==> config.mk <==
export PLATFORM = sky130hd
export DESIGN_NAME = spi_slave_flat
export DESIGN_NICKNAME = d
export VERILOG_FILES = /design/src/rtl/spi_slave_if.sv /design/src/rtl/spi_slave.sv /design/src/flat_wrapper.sv
export SDC_FILE = /design/constraint.sdc
export NUM_CORES = 1
export LEC_CHECK = 0
export ABC_AREA = 1
export BUFFER_PORTS_ARGS = -buffer_cell sky130_fd_sc_hd__buf_2
export CORE_UTILIZATION = 61
export CTS_CLUSTER_DIAMETER = 40
export CTS_CLUSTER_SIZE = 40
export DETAILED_ROUTE_END_ITERATION = 8
export GPL_TIMING_DRIVEN = 0
export HOLD_SLACK_MARGIN = 0.05
export PLACE_DENSITY = 0.85
export SLEW_MARGIN = 20
export SYNTH_ARGS = -nofsm -noshare
export SYNTH_HDL_FRONTEND = slang
export SYNTH_SLANG_ARGS = --single-unit
==> constraint.sdc <==
create_clock -name clk -period 4.2 [get_ports clk]
set_input_delay 0.84 -clock clk [delete_from_list [all_inputs] [get_ports clk]]
set_output_delay 0.84 -clock clk [all_outputs]
set_load 0.02 [all_outputs]
==> src/rtl/spi_slave_if.sv <==
// APB slave-side bundle shared by the SPI peripherals on the peripheral bus.
`timescale 1ns/1ps
interface apb_intf;
  logic        psel;
  logic        penable;
  logic        pwrite;
  logic [11:0] paddr;
  logic [31:0] pwdata;
  logic [31:0] prdata;
  logic        pready;
  logic        pslverr;

  modport slave  (input psel, penable, pwrite, paddr, pwdata, output prdata, pready, pslverr);
  modport master (output psel, penable, pwrite, paddr, pwdata, input prdata, pready, pslverr);
endinterface

==> src/rtl/spi_slave.sv <==
// SPI target peripheral: synchronized sclk/nss/mosi, 8/16-bit frames in all four
// CPOL/CPHA modes, APB register file (CR1/CR2/SR/DR) and a level interrupt.
`timescale 1ns/1ps
module spi_slave #(
  parameter int SYNC_STAGES = 2
) (
  input  logic   clk,
  input  logic   rstn,
  apb_intf.slave s_apb_intf,
  input  logic   sclk,
  input  logic   nss,
  input  logic   mosi,
  output logic   miso,
  output logic   miso_oe,
  output logic   irq_out
);

  typedef enum logic [0:0] {IDLE = 1'b0, ACTIVE = 1'b1} state_t;

  state_t state_r, next_state_s;

  logic [SYNC_STAGES-1:0] sclk_sync_r, nss_sync_r, mosi_sync_r;
  logic        sclk_s, nss_s, mosi_s, sclk_d_r, nss_d_r;
  logic        cpha_r, cpol_r, spe_r, lsbf_r, dff_r;
  logic        errie_r, rxneie_r, txeie_r;
  logic        txe_r, rxne_r, udr_r, ovr_r, udr_pend_r;
  logic [15:0] tx_buff_r, rx_buff_r, tx_sft_r, rx_sft_r;
  logic [3:0]  bit_cnt_r;
  logic        done_r, first_r, miso_r, miso_oe_r;
  logic [31:0] prdata_r;

  logic        sclk_rise_s, sclk_fall_s, lead_s, trail_s, sample_s, drive_s;
  logic        nss_fall_s, nss_rise_s, start_s, run_s;
  logic        smp_s, complete_s, b2b_s, load_s, drv_s;
  logic [3:0]  last_s;
  logic [15:0] tx_load_s, tx_shift_s, rx_next_s, rx_word_s;
  logic        setup_s, wr_s, rd_s, cr1_wr_s, cr2_wr_s, sr_wr_s, dr_wr_s, dr_rd_s;
  logic        rx_store_s, ovr_set_s, udr_set_s, bsy_s;
  logic        unused_s;

  function automatic logic pick_bit(input logic [15:0] v, input logic lsb, input logic wide);
    if (lsb)       pick_bit = v[0];
    else if (wide) pick_bit = v[15];
    else           pick_bit = v[7];
  endfunction

  assign setup_s  = s_apb_intf.psel & ~s_apb_intf.penable;
  assign wr_s     = setup_s & s_apb_intf.pwrite;
  assign rd_s     = setup_s & ~s_apb_intf.pwrite;
  assign cr1_wr_s = wr_s & (s_apb_intf.paddr == 12'h000);
  assign cr2_wr_s = wr_s & (s_apb_intf.paddr == 12'h004);
  assign sr_wr_s  = wr_s & (s_apb_intf.paddr == 12'h008);
  assign dr_wr_s  = wr_s & (s_apb_intf.paddr == 12'h00C);
  assign dr_rd_s  = rd_s & (s_apb_intf.paddr == 12'h00C);
  assign unused_s = ^s_apb_intf.pwdata[31:16];

  assign sclk_s = sclk_sync_r[SYNC_STAGES-1];
  assign nss_s  = nss_sync_r[SYNC_STAGES-1];
  assign mosi_s = mosi_sync_r[SYNC_STAGES-1];

  assign sclk_rise_s = sclk_s & ~sclk_d_r;
  assign sclk_fall_s = ~sclk_s & sclk_d_r;
  assign lead_s      = cpol_r ? sclk_fall_s : sclk_rise_s;
  assign trail_s     = cpol_r ? sclk_rise_s : sclk_fall_s;
  assign sample_s    = cpha_r ? trail_s : lead_s;
  assign drive_s     = cpha_r ? lead_s : trail_s;
  assign nss_fall_s  = ~nss_s & nss_d_r;
  assign nss_rise_s  = nss_s & ~nss_d_r;
  assign last_s      = dff_r ? 4'd15 : 4'd7;
  assign bsy_s       = ~nss_s & spe_r;

  // Back-to-back reload happens on the trailing edge that ends the last bit.
  assign smp_s      = run_s & sample_s;
  assign complete_s = smp_s & (bit_cnt_r == last_s);
  assign b2b_s      = run_s & trail_s & (cpha_r ? (bit_cnt_r == last_s) : done_r);
  assign load_s     = start_s | b2b_s;
  assign drv_s      = run_s & drive_s & ~b2b_s;

  assign tx_load_s  = txe_r ? 16'h0000 : (dff_r ? tx_buff_r : {8'h00, tx_buff_r[7:0]});
  assign tx_shift_s = lsbf_r ? {1'b0, tx_sft_r[15:1]} : {tx_sft_r[14:0], 1'b0};
  assign rx_next_s  = lsbf_r ? (dff_r ? {mosi_s, rx_sft_r[15:1]} : {8'h00, mosi_s, rx_sft_r[7:1]})
                             : {rx_sft_r[14:0], mosi_s};
  assign rx_word_s  = dff_r ? rx_next_s : {8'h00, rx_next_s[7:0]};

  // A DR read in the completion cycle frees the buffer for the new frame.
  assign rx_store_s = complete_s & (~rxne_r | dr_rd_s);
  assign ovr_set_s  = complete_s & rxne_r & ~dr_rd_s;
  assign udr_set_s  = (start_s & txe_r) | (udr_pend_r & smp_s);

  // Pin synchronizers and one-cycle delayed copies for edge detection.
  always_ff @(posedge clk or negedge rstn) begin
    if (!rstn) begin
      sclk_sync_r <= {SYNC_STAGES{1'b0}};
      nss_sync_r  <= {SYNC_STAGES{1'b1}};
      mosi_sync_r <= {SYNC_STAGES{1'b0}};
      sclk_d_r    <= 1'b0;
      nss_d_r     <= 1'b1;
    end else begin
      sclk_sync_r <= {sclk_sync_r[SYNC_STAGES-2:0], sclk};
      nss_sync_r  <= {nss_sync_r[SYNC_STAGES-2:0], nss};
      mosi_sync_r <= {mosi_sync_r[SYNC_STAGES-2:0], mosi};
      sclk_d_r    <= sclk_s;
      nss_d_r     <= nss_s;
    end
  end

  // FSM state register.
  always_ff @(posedge clk or negedge rstn) begin
    if (!rstn) state_r <= IDLE;
    else       state_r <= next_state_s;
  end

  // FSM next-state logic.
  always_comb begin
    next_state_s = state_r;
    case (state_r)
      IDLE:    if (nss_fall_s && spe_r) next_state_s = ACTIVE; else next_state_s = IDLE;
      ACTIVE:  if (nss_rise_s || !spe_r) next_state_s = IDLE; else next_state_s = ACTIVE;
      default: next_state_s = IDLE;
    endcase
  end

  // FSM outputs: frame start from idle, or staying active.
  always_comb begin
    start_s = 1'b0;
    run_s   = 1'b0;
    case (state_r)
      IDLE:    if (next_state_s == ACTIVE) start_s = 1'b1; else start_s = 1'b0;
      ACTIVE:  if (next_state_s == ACTIVE) run_s = 1'b1; else run_s = 1'b0;
      default: begin start_s = 1'b0; run_s = 1'b0; end
    endcase
  end

  // Transmit shifter and miso/miso_oe pins.
  always_ff @(posedge clk or negedge rstn) begin
    if (!rstn) begin
      tx_sft_r  <= 16'h0000;
      miso_r    <= 1'b0;
      first_r   <= 1'b0;
      miso_oe_r <= 1'b0;
    end else begin
      miso_oe_r <= (next_state_s == ACTIVE);
      if (load_s) begin
        tx_sft_r <= tx_load_s;
        first_r  <= cpha_r;
        if (!cpha_r) miso_r <= pick_bit(tx_load_s, lsbf_r, dff_r);
      end else if (drv_s) begin
        first_r <= 1'b0;
        if (first_r) begin
          miso_r <= pick_bit(tx_sft_r, lsbf_r, dff_r);
        end else begin
          tx_sft_r <= tx_shift_s;
          miso_r   <= pick_bit(tx_shift_s, lsbf_r, dff_r);
        end
      end else if (next_state_s == IDLE) begin
        miso_r  <= 1'b0;
        first_r <= 1'b0;
      end
    end
  end

  // Receive shifter and bit counter; leaving ACTIVE drops the partial frame.
  always_ff @(posedge clk or negedge rstn) begin
    if (!rstn) begin
      rx_sft_r  <= 16'h0000;
      bit_cnt_r <= 4'd0;
      done_r    <= 1'b0;
    end else if (run_s) begin
      if (smp_s) begin
        rx_sft_r <= rx_next_s;
        done_r   <= complete_s & ~cpha_r;
        if (complete_s) bit_cnt_r <= 4'd0;
        else            bit_cnt_r <= bit_cnt_r + 4'd1;
      end else if (b2b_s) begin
        done_r <= 1'b0;
      end
    end else begin
      bit_cnt_r <= 4'd0;
      done_r    <= 1'b0;
    end
  end

  // Control registers; frame format fields are frozen while SPE=1.
  always_ff @(posedge clk or negedge rstn) begin
    if (!rstn) begin
      {cpha_r, cpol_r, spe_r, lsbf_r, dff_r} <= 5'b00000;
      {errie_r, rxneie_r, txeie_r}           <= 3'b000;
    end else begin
      if (cr1_wr_s) begin
        spe_r <= s_apb_intf.pwdata[6];
        if (!spe_r) begin
          cpha_r <= s_apb_intf.pwdata[0];
          cpol_r <= s_apb_intf.pwdata[1];
          lsbf_r <= s_apb_intf.pwdata[7];
          dff_r  <= s_apb_intf.pwdata[11];
        end
      end
      if (cr2_wr_s) begin
        errie_r  <= s_apb_intf.pwdata[5];
        rxneie_r <= s_apb_intf.pwdata[6];
        txeie_r  <= s_apb_intf.pwdata[7];
      end
    end
  end

  // Status flags and data buffers. An underrun on a back-to-back reload is held
  // pending until the next frame really starts sampling.
  always_ff @(posedge clk or negedge rstn) begin
    if (!rstn) begin
      txe_r      <= 1'b1;
      rxne_r     <= 1'b0;
      udr_r      <= 1'b0;
      ovr_r      <= 1'b0;
      udr_pend_r <= 1'b0;
      tx_buff_r  <= 16'h0000;
      rx_buff_r  <= 16'h0000;
    end else begin
      if (dr_wr_s) begin
        tx_buff_r <= s_apb_intf.pwdata[15:0];
        txe_r     <= 1'b0;
      end else if (load_s && !txe_r) begin
        txe_r <= 1'b1;
      end
      if (rx_store_s) begin
        rx_buff_r <= rx_word_s;
        rxne_r    <= 1'b1;
      end else if (dr_rd_s) begin
        rxne_r <= 1'b0;
      end
      if (!run_s)              udr_pend_r <= 1'b0;
      else if (b2b_s && txe_r) udr_pend_r <= 1'b1;
      else if (smp_s)          udr_pend_r <= 1'b0;
      if (udr_set_s)                             udr_r <= 1'b1;
      else if (sr_wr_s && !s_apb_intf.pwdata[3]) udr_r <= 1'b0;
      if (ovr_set_s)                             ovr_r <= 1'b1;
      else if (sr_wr_s && !s_apb_intf.pwdata[6]) ovr_r <= 1'b0;
    end
  end

  // Registered APB read data; zero whenever no read is being set up.
  always_ff @(posedge clk or negedge rstn) begin
    if (!rstn) begin
      prdata_r <= 32'h0000_0000;
    end else if (rd_s) begin
      case (s_apb_intf.paddr)
        12'h000: prdata_r <= {20'h00000, dff_r, 3'b000, lsbf_r, spe_r, 4'b0000, cpol_r, cpha_r};
        12'h004: prdata_r <= {24'h000000, txeie_r, rxneie_r, errie_r, 5'b00000};
        12'h008: prdata_r <= {24'h000000, bsy_s, ovr_r, 2'b00, udr_r, 1'b0, rxne_r, txe_r};
        12'h00C: prdata_r <= {16'h0000, rx_buff_r};
        default: prdata_r <= 32'h0000_0000;
      endcase
    end else begin
      prdata_r <= 32'h0000_0000;
    end
  end

  assign s_apb_intf.prdata  = prdata_r;
  assign s_apb_intf.pready  = 1'b1;
  assign s_apb_intf.pslverr = 1'b0;
  assign miso    = miso_r;
  assign miso_oe = miso_oe_r;
  assign irq_out = (txeie_r & txe_r) | (rxneie_r & rxne_r) | (errie_r & (ovr_r | udr_r));

endmodule

==> src/flat_wrapper.sv <==
// flat-port wrapper written by rule: the top's interface ports become plain ports
module spi_slave_flat 
#(
  parameter int SYNC_STAGES = 2
)
  (clk, rstn, sclk, nss, mosi, miso, miso_oe, irq_out, s_apb_intf_psel, s_apb_intf_penable, s_apb_intf_pwrite, s_apb_intf_paddr, s_apb_intf_pwdata, s_apb_intf_prdata, s_apb_intf_pready, s_apb_intf_pslverr);
  apb_intf s_apb_intf_i ();
  input  logic clk;
  input  logic rstn;
  input  logic sclk;
  input  logic nss;
  input  logic mosi;
  output logic miso;
  output logic miso_oe;
  output logic irq_out;
  input wire logic [$bits(s_apb_intf_i.psel)-1:0] s_apb_intf_psel;
  input wire logic [$bits(s_apb_intf_i.penable)-1:0] s_apb_intf_penable;
  input wire logic [$bits(s_apb_intf_i.pwrite)-1:0] s_apb_intf_pwrite;
  input wire logic [$bits(s_apb_intf_i.paddr)-1:0] s_apb_intf_paddr;
  input wire logic [$bits(s_apb_intf_i.pwdata)-1:0] s_apb_intf_pwdata;
  output wire logic [$bits(s_apb_intf_i.prdata)-1:0] s_apb_intf_prdata;
  output wire logic [$bits(s_apb_intf_i.pready)-1:0] s_apb_intf_pready;
  output wire logic [$bits(s_apb_intf_i.pslverr)-1:0] s_apb_intf_pslverr;
  assign s_apb_intf_i.psel = s_apb_intf_psel;
  assign s_apb_intf_i.penable = s_apb_intf_penable;
  assign s_apb_intf_i.pwrite = s_apb_intf_pwrite;
  assign s_apb_intf_i.paddr = s_apb_intf_paddr;
  assign s_apb_intf_i.pwdata = s_apb_intf_pwdata;
  assign s_apb_intf_prdata = s_apb_intf_i.prdata;
  assign s_apb_intf_pready = s_apb_intf_i.pready;
  assign s_apb_intf_pslverr = s_apb_intf_i.pslverr;
  spi_slave #(.SYNC_STAGES(SYNC_STAGES)) u_core (.clk(clk), .rstn(rstn), .s_apb_intf(s_apb_intf_i), .sclk(sclk), .nss(nss), .mosi(mosi), .miso(miso), .miso_oe(miso_oe), .irq_out(irq_out));
endmodule
### After elaboration in Yosys (flattened, before gate mapping)

Cells that the tools add are included.

* bits in registers: 109
* bits in latches: 0
* memory bits (writable): 0
* memory bits (read-only): 0
* input bits: 52
* output and inout port bits: 37
* word-level logic and storage cells: 158
* memories: 0

* $add $sub $neg: 1
* $mul: 0
* divide/modulo/power cells: 0
* order comparisons: 0
* eq/ne operators: 10
* shift operators: 0
* mux-type cells: 53
* bitwise gates (word level): 46
* reductions and logical operators: 20

Operators by type and width (count)
* 16-bit 2-to-1 mux: 10
* 16-bit case mux with 4 select lines: 1
* 1-bit 2-to-1 mux: 37
* 1-bit bitwise AND: 28
* 12-bit by 4-bit equality test with 1-bit output, second input constant: 2
* 4-bit 2-to-1 mux: 4
* 12-bit by 3-bit equality test with 1-bit output, second input constant: 1
* 12-bit logical NOT: 1
* 1-bit NOT: 12
* 2-bit nonzero test: 5
* 3-bit inequality test, second input constant: 3
* 2-bit AND reduction: 4
* 2-bit inequality test, second input constant: 3
* 1-bit OR: 6
* 1-bit logical AND: 5
* 4-bit by 1-bit adder with 4-bit output, second input constant: 1
* 4-bit equality test: 1
* 1-bit logical NOT: 4
* 1-bit case mux with 2 select lines: 1
* 1-bit logical OR: 1

### Depth between registers and ports, before layout

Gate-level depths: netlist (run 1).

* word-level depth: 13
* gate-level depth with buffers: 12
* gate-level depth less buffers: 12

### Least setup slack after synthesis (run 1)

No wires, ideal clock.

* path type: input to register
* start: input s_apb_intf_paddr[1]
* end: register u_core.rx_buff_r[12]
* setup time: 0.117 ns
* arrival: 1.902 ns
* data required time: 4.083 ns
* setup slack: 2.181 ns
* stages on the path: 9
* buffers on the path: 1
* cells stage by stage: nor2_2 -> inv_2 -> nor2_4 -> nand4_2 -> nand2_1 -> nand2_4 -> buf_6 -> nand2_2 -> o21ai_2

* cells in the longest elaborated chain, start to end: 4

Ends and longest elaborated chain
* start, declared: line flat_wrapper.sv:19 `input wire logic [$bits(s_apb_intf_i.paddr)-1:0] s_apb_intf_paddr;`
* 12-bit by 4-bit equality test with 1-bit output: line spi_slave.sv:54 `assign dr_rd_s = rd_s & (s_apb_intf.paddr == 12'h00C);`
* 1-bit bitwise AND: line spi_slave.sv:54
* 1-bit OR: line spi_slave.sv:86 `assign rx_store_s = complete_s & (~rxne_r | dr_rd_s);`
* 1-bit bitwise AND: line spi_slave.sv:86
* end signal, assigned: line spi_slave.sv:225 `rx_buff_r <= rx_word_s;`
* end, declared: line spi_slave.sv:27 `logic [15:0] tx_buff_r, rx_buff_r, tx_sft_r, rx_sft_r;`

No other way between the ends.
A chain may end at the register's enable or synchronous reset.

### Final worst setup path (run 1)

* start: register u_core.txe_r
* end: output irq_out

* cells in the longest elaborated chain, start to end: 3

Ends and longest elaborated chain
* start, declared: line spi_slave.sv:26 `logic txe_r, rxne_r, udr_r, ovr_r, udr_pend_r;`
* start signal, assigned: line spi_slave.sv:210 `txe_r <= 1'b1;`
* start signal, assigned: line spi_slave.sv:220 `txe_r <= 1'b0;`
* start signal, assigned: line spi_slave.sv:222 `txe_r <= 1'b1;`
* 1-bit bitwise AND: line spi_slave.sv:262 `assign irq_out = (txeie_r & txe_r) | (rxneie_r & rxne_r) | (errie_r & (ovr_r | udr_r));`
* 1-bit OR (2 in a row): line spi_slave.sv:262
* end, declared: line flat_wrapper.sv:15 `output logic irq_out;`

No other way between the ends.

==> run_results.csv, run 1 <==
group,metric,value,unit
worst_setup_path,crit_path_start,"u_core.txe_r",
worst_setup_path,reg2reg_slack,2400,ps
yosys,synth_flop_cell,"dfrtp_1",
cts,hold_buffers,0,
worst_setup_path,worstReg2RegEnd,"u_core.tx_sft_r[10]",
worst_setup_path,crit_chain,"inv_1 -> o221ai_1 -> buf_2",
drt,drt_first_iter_violations,324,
cells_and_area,fin_nets,798,
cells_and_area,fillers,659,
cts,cts_resized,0,
worst_setup_path,crit_slowest_cell,"dfstp_2",
sta,slew_violations,0,
yosys,synth_seq_cells,109,
min_path,min_path_type,"in -> async",
cells_and_area,multi_input_area,2150,µm²
global_route,grt_usage,27.4,%
placed_design,place.detailed.hpwl,8.50,mm
worst_setup_path,reg2reg_depth,8,
yosys,synth_top_area_share,48.6,%
placed_design,io_buffers,53,
cells_and_area,seqCellArea,2730,µm²
cells_and_area,drive_gt1_share,20.0,%
cts,ctsLongestPathBuffers,2,
sta,min_period_over_period,56.8,%
sta,finalSetupViolCount,0,
sta,finalHoldViolCount,0,
sta,skew,16.5,ps
yosys,synth_commonest_cells,"205 x nand2_1, 105 x dfrtp_1, 69 x inv_1",
sta,maxClockFrequency,419,MHz
floorplan,die_area,9240,µm²
sta,min_period,2380,ps
cts,post-cts-setup-buffers,0,
drt,drt-total-wl,11.6,mm
run,drv_cap,0,
global_route,grt_max_degree,67,
drt,wl_met3,696,µm
worst_setup_path,cp_slowest_stage_delay,560,ps
cts,clock_insertion_delay_worst_skew,380,ps
floorplan,die_h,96.1,µm
floorplan,ioPinCount,89,
worst_setup_path,crit_end,"irq_out",
yosys,syn_area,5400,µm²
worst_setup_path,crit_type,"reg -> out",
cells_and_area,num_antenna_cells,0,
floorplan,chipWidth,96.1,µm
pwr,ir_worst_vdd,0.210,mV
drt,met2_length,5.66,mm
worst_setup_path,crit_fanout,6,
drt,antenna_left,0,
placed_design,globalplace.congestion,0.886,
sta,grt_setup_unrepaired,"false",
worst_setup_path,cp_data_arrival_time,1540,ps
cts,clock-sinks,109,
global_route,grt_pass1_vias,4368,
drt,routedWlPerCell,13.6,µm
yosys,ys_types,42,
pwr,cellPowerDensity,315,nW/µm²
global_route,antenna_found_initial,0,
floorplan,coreArea,8380,µm²
pwr,power.leakage,3.19,nW
cells_and_area,areaGrowthSynthToFinish,12.9,%
worst_setup_path,endpoint_kind,"primary output",
worst_setup_path,cp.required,3360,ps
cts,htreeDepth,3,
yosys,postSynthAreaPerCell,8.13,µm²
sta,worst_pin_slew,552,ps
cts,cts-root-buf,"clkbuf_8",
drt,top_layer,"met4",
yosys,async_flop_share,100,%
drt,vias,4563,
worst_setup_path,start_kind,"register",
sta,fin_setup_tns,0,ps
yosys,ys_top_cells_by_area,"dfrtp_1 49%, nand2_1 14%, o21ai_0 5.3%",
global_route,grt.overflow.total,0,
sta,slew_headroom,63.0,%
yosys,syn_inst,664,
drt,wl_met1,5.10,mm
yosys,yosys_warnings,0,
drt,viasPerCell,5.34,
cts,numCtsBuffers,9,
outcome,outcome,"finished, final reports clean",
worst_setup_path,r2r-start,"u_core.bit_cnt_r[0]",
cts,clkTransAtPathRegs,110,ps
floorplan,start_util,64.4,%
yosys,synth-edff-count,0,
global_route,grt_pass1_wl,19.3,mm
drt,dr.pass1.iters,6,
floorplan,placementRows,33,
yosys,yosysSeqAreaShare,50.6,%
yosys,post-synth-top-count-cell,"nand2_1",
cells_and_area,post-route-util,72.8,%
yosys,yosysTopAreaCell,"dfrtp_1",
cts,cts_tree,"built",
drt,drc,0,
-- sequential cells by signal, indices dropped and copies added, names as in the netlist, 4 cells and up --
| signal | count |
|---|---|
| u_core.rx_sft_r | 16 |
| u_core.tx_buff_r | 16 |
| u_core.rx_buff_r | 16 |
| u_core.tx_sft_r | 16 |
| u_core.s_apb_intf.prdata | 16 |
| u_core.bit_cnt_r | 4 |
-- worst min path at each step --
stage                                     start                     endpoint  slack (ps)  cells past startpoint
after floorplan           u_core.mosi_sync_r[0]        u_core.mosi_sync_r[1]         330                      0
after global placement    u_core.sclk_sync_r[0]        u_core.sclk_sync_r[1]         330                      0
after detailed placement  u_core.mosi_sync_r[0]        u_core.mosi_sync_r[1]         340                      0
after CTS                 u_core.mosi_sync_r[0]        u_core.mosi_sync_r[1]         360                      0
after global routing                       rstn         u_core.rx_buff_r[14]         370                      1
final                                      rstn  u_core.s_apb_intf.prdata[1]         360                      1
-- worst max-delay path: cells and delay by family, from the launching register on --
family	cells	cell delay, ps
DFF	1	560
buffers and inverters	2	350
AOI/OAI and AO/OA	1	260
-- placed cells by master, fill, tap and decap left out, types with 2 or more instances in the layout --
| master | n |
|---|---|
| nor3_1 | 3 |
| mux2i_1 | 2 |
| conb_1 | 18 |
| buf_2 | 59 |
| nor2_4 | 3 |
| nand2_4 | 4 |
| a21oi_1 | 5 |
| inv_8 | 3 |
| nor4_1 | 2 |
| clkbuf_8 | 9 |
| inv_1 | 69 |
| nand4_1 | 7 |
| dfrtp_1 | 105 |
| o221ai_1 | 2 |
| o21ai_2 | 9 |
| nand3_1 | 44 |
| o22ai_1 | 11 |
| buf_4 | 22 |
| buf_6 | 5 |
| nor2_1 | 37 |
| o21ai_1 | 18 |
| clkbuf_1 | 7 |
| o21ai_0 | 57 |
| inv_2 | 8 |
| nor2_2 | 4 |
| nand2_1 | 205 |
| dfstp_2 | 4 |
| nand4_2 | 2 |
| nand2_2 | 6 |
-- through the flow --
stage               setup slack [ps]  power, mW  instances  hold slack (ps)  cell area, µm²
global placement                1130       1.28        838              334            5860
CTS                             1830       1.93        855              362            6100
detailed placement              1770       1.29        839              336            5890
finish                          1820       1.92        855              357            6100
global route                    1750       2.00        855              372            6100
floorplan                       2180       1.22        680              331            5460
-- layer usage --
layer | vias up | global-route usage, %
met5 | - | 0
met4 | 0 | 9.70
met3 | 18 | 4.50
met2 | 188 | 46.6
met1 | 2119 | 35.4
li1 | 2238 | -
-- kinds of logic (layout without fill, tap and decap cells) --
family / Yosys count / after routing / share of synthesized area [%]
XOR/XNOR: 2 / 2 / 0.324
AO/OA/AOI/OAI: 105 / 105 / 10.9
other: 2 / 18 / 0.139
AND/OR/NAND/NOR: 323 / 323 / 26.8
flip-flops: 109 / 109 / 50.6
multiplexers: 2 / 2 / 0.371
adder cells (fa/ha/maj): 1 / 1 / 0.232
buffers and inverters: 120 / 190 / 10.7
-- cell type report --
cell class,instances,area share (%)
inverter,78,4.84
sequential,109,44.8
timing repair buffer,54,4.90
tap,105,2.15
buffer,42,4.59
clock buffer,9,2.03
clock inverter,7,1.37
multi-input combinational,451,35.3
-- where the power goes --
| part | internal, mW | switching (mW) | leakage [nW] |
|---|---|---|---|
| Combinational | 0.0622 | 0.126 | 1.67 |
| Sequential | 1.07 | 0.00965 | 1.41 |
| Clock | 0.245 | 0.412 | 0.106 |
| Total | 1.38 | 0.548 | 3.19 |
(Power assumes the default switching activity.)
==> run 2: changes to the inputs <==
--- a/config.mk
+++ b/config.mk
@@ -7,13 +7,13 @@
 export LEC_CHECK = 0
 export ABC_AREA = 1
 export BUFFER_PORTS_ARGS = -buffer_cell sky130_fd_sc_hd__buf_2
-export CORE_UTILIZATION = 61
+export CORE_UTILIZATION = 51
 export CTS_CLUSTER_DIAMETER = 40
 export CTS_CLUSTER_SIZE = 40
 export DETAILED_ROUTE_END_ITERATION = 8
 export GPL_TIMING_DRIVEN = 0
 export HOLD_SLACK_MARGIN = 0.05
-export PLACE_DENSITY = 0.85
+export PLACE_DENSITY = 0.76
 export SLEW_MARGIN = 20
 export SYNTH_ARGS = -nofsm -noshare
 export SYNTH_HDL_FRONTEND = slang
==> constraint.sdc (replaced) <==
create_clock -name clk -period 2 [get_ports clk]
set_input_delay 0.4 -clock clk [delete_from_list [all_inputs] [get_ports clk]]
set_output_delay 0.4 -clock clk [all_outputs]
set_load 0.02 [all_outputs]
==> run 2 against run 1 <==
Setup slack got worse by 1800 ps. Cell area grew 1.1%. First-iteration DRC count fell by 30%. Combinational power rose by 110%. Non-clock buffer count up 1. Clock-buffer cell count did not move. Largest cell class unchanged.
==> run_results.csv, run 2 (same netlist as run 1, synthesis figures left out) <==
group,metric,value,unit
outcome,outcome,"finished, final reports clean",
sta,maxClockFrequency,511,MHz
sta,worst_pin_slew,601,ps
sta,min_period_over_period,97.8,%
floorplan,die_area,11000,µm²
worst_setup_path,cp_data_arrival_time,1560,ps
sta,grt_setup_unrepaired,"false",
drt,vias,4507,
placed_design,io_buffers,53,
cts,post-cts-setup-buffers,0,
global_route,grt_usage,21.8,%
cells_and_area,drive_gt1_share,20.0,%
global_route,use_met1,29.6,%
drt,drc,0,
global_route,use_met3,3.87,%
cells_and_area,layout_commonest_cell,"nand2_1",
cts,htreeDepth,3,
global_route,grt_max_degree,56,
placed_design,pre_cts_ws,31.9,ps
global_route,antenna_found_initial,0,
cts,hold_buffers,1,
cells_and_area,areaGrowthSynthToFinish,14.2,%
cts,cts-root-buf,"clkbuf_8",
worst_setup_path,crit_fanout,6,
cells_and_area,fin_nets,799,
cells_and_area,most-common-layout-cells,"205 x nand2_1, 105 x dfrtp_1, 69 x inv_1, 59 x buf_2, 57 x o21ai_0",
sta,finalSetupViolCount,0,
placed_design,globalplace.congestion,0.895,
cells_and_area,fillers,902,
sta,min_period,1960,ps
global_route,grt_pass1_wl,19.1,mm
drt,antenna_left,0,
placed_design,place.detailed.hpwl,8.36,mm
cts,ctsLongestPathBuffers,2,
sta,skew,10.1,ps
global_route,grt.overflow.total,0,
global_route,top_usage_layer,"met2",
floorplan,die_h,105,µm
worst_setup_path,cp.required,1600,ps
worst_setup_path,crit_type,"reg -> out",
drt,dr.pass1.iters,5,
sta,finalHoldViolCount,0,
sta,slew_headroom,59.9,%
pwr,cellPowerDensity,673,nW/µm²
sta,worst_hold_slack,123,ps
worst_setup_path,start_kind,"register",
cts,cts_resized,0,
pwr,ir_worst_vdd,0.445,mV
min_path,min_path_type,"in -> reg",
pwr,finalPower,4.15,mW
global_route,use_met2,35.3,%
placed_design,placedCellCount,870,
cells_and_area,stdcell_area,6170,µm²
global_route,grt_pass1_vias,4121,
drt,viasPerCell,5.08,
cells_and_area,finalNonFillerCells,887,
pwr,power.leakage,3.20,nW
sta,slew_violations,0,
floorplan,coreArea,10300,µm²
drt,drt-total-wl,11.2,mm
placed_design,placed_area,5930,µm²
sta,fin_setup_tns,0,ps
cells_and_area,post-route-util,60.0,%
cts,clock_insertion_delay_worst_skew,370,ps
cts,numCtsBuffers,9,
floorplan,placementRows,37,
cells_and_area,multi_input_area,2150,µm²
floorplan,chipWidth,105,µm
cts,clkTransAtPathRegs,100,ps
drt,routedWlPerCell,12.6,µm
cts,cts_tree,"built",
worst_setup_path,endpoint_kind,"primary output",
floorplan,ioPinCount,89,
cells_and_area,num_antenna_cells,0,
floorplan,start_util,52.6,%
run,drv_cap,0,
sta,fin_ws,44.9,ps
cts,clock-sinks,109,
drt,drt_first_iter_violations,227,
cells_and_area,seqCellArea,2730,µm²
-- run 2: cell count changes in the layout (fill, tap and decap cells not counted), sizes merged --
cell	previous run	this run
inv	83	81
clkinvlp	0	1
bufinv	0	2
clkinv	2	1
dlygate4sd3	0	1
-- run 2: final cells by class --
| cell class | count | share of cell area, % |
|---|---|---|
| sequential | 109 | 44.3 |
| multi-input combinational | 451 | 34.9 |
| timing repair buffer | 55 | 5.01 |
| inverter | 78 | 4.79 |
| buffer | 42 | 4.54 |
| tap | 136 | 2.76 |
| clock buffer | 9 | 2.01 |
| clock inverter | 7 | 1.70 |
-- run 2: power by group --
| group | total (mW) | switching, mW | internal (mW) |
|---|---|---|---|
| Combinational | 0.398 | 0.266 | 0.132 |
| Sequential | 2.26 | 0.0190 | 2.25 |
| Clock | 1.49 | 0.763 | 0.725 |
| Total | 4.15 | 1.05 | 3.10 |
-- run 2: worst paths after layout --
check	from	end	slack (ps)	depth (start not counted)
min in group asynchronous	rstn	u_core.s_apb_intf.prdata[2]	540	2
hold / removal	nss	u_core.nss_sync_r[0]	120	1
setup reg to reg	u_core.dff_r	u_core.tx_sft_r[0]	240	12
setup / recovery	u_core.txe_r	irq_out	40	3
hold reg to reg	u_core.mosi_sync_r[0]	u_core.mosi_sync_r[1]	360	0
max in group asynchronous	rstn	u_core.txe_r	770	3
-- run 2: worst max-delay path, stage by stage (launching register included) --
cell and delay, ps:
dfstp_2 560, inv_1 120, o221ai_1 290, buf_2 220
-- run 2: layer usage --
metal	vias up	part of all wire [%]	routed length [µm]
li1	2243	-	-
met1	2108	46	5130
met2	139	48	5330
met3	17	5.3	599
met4	0	1.4	152
met5	-	0	0
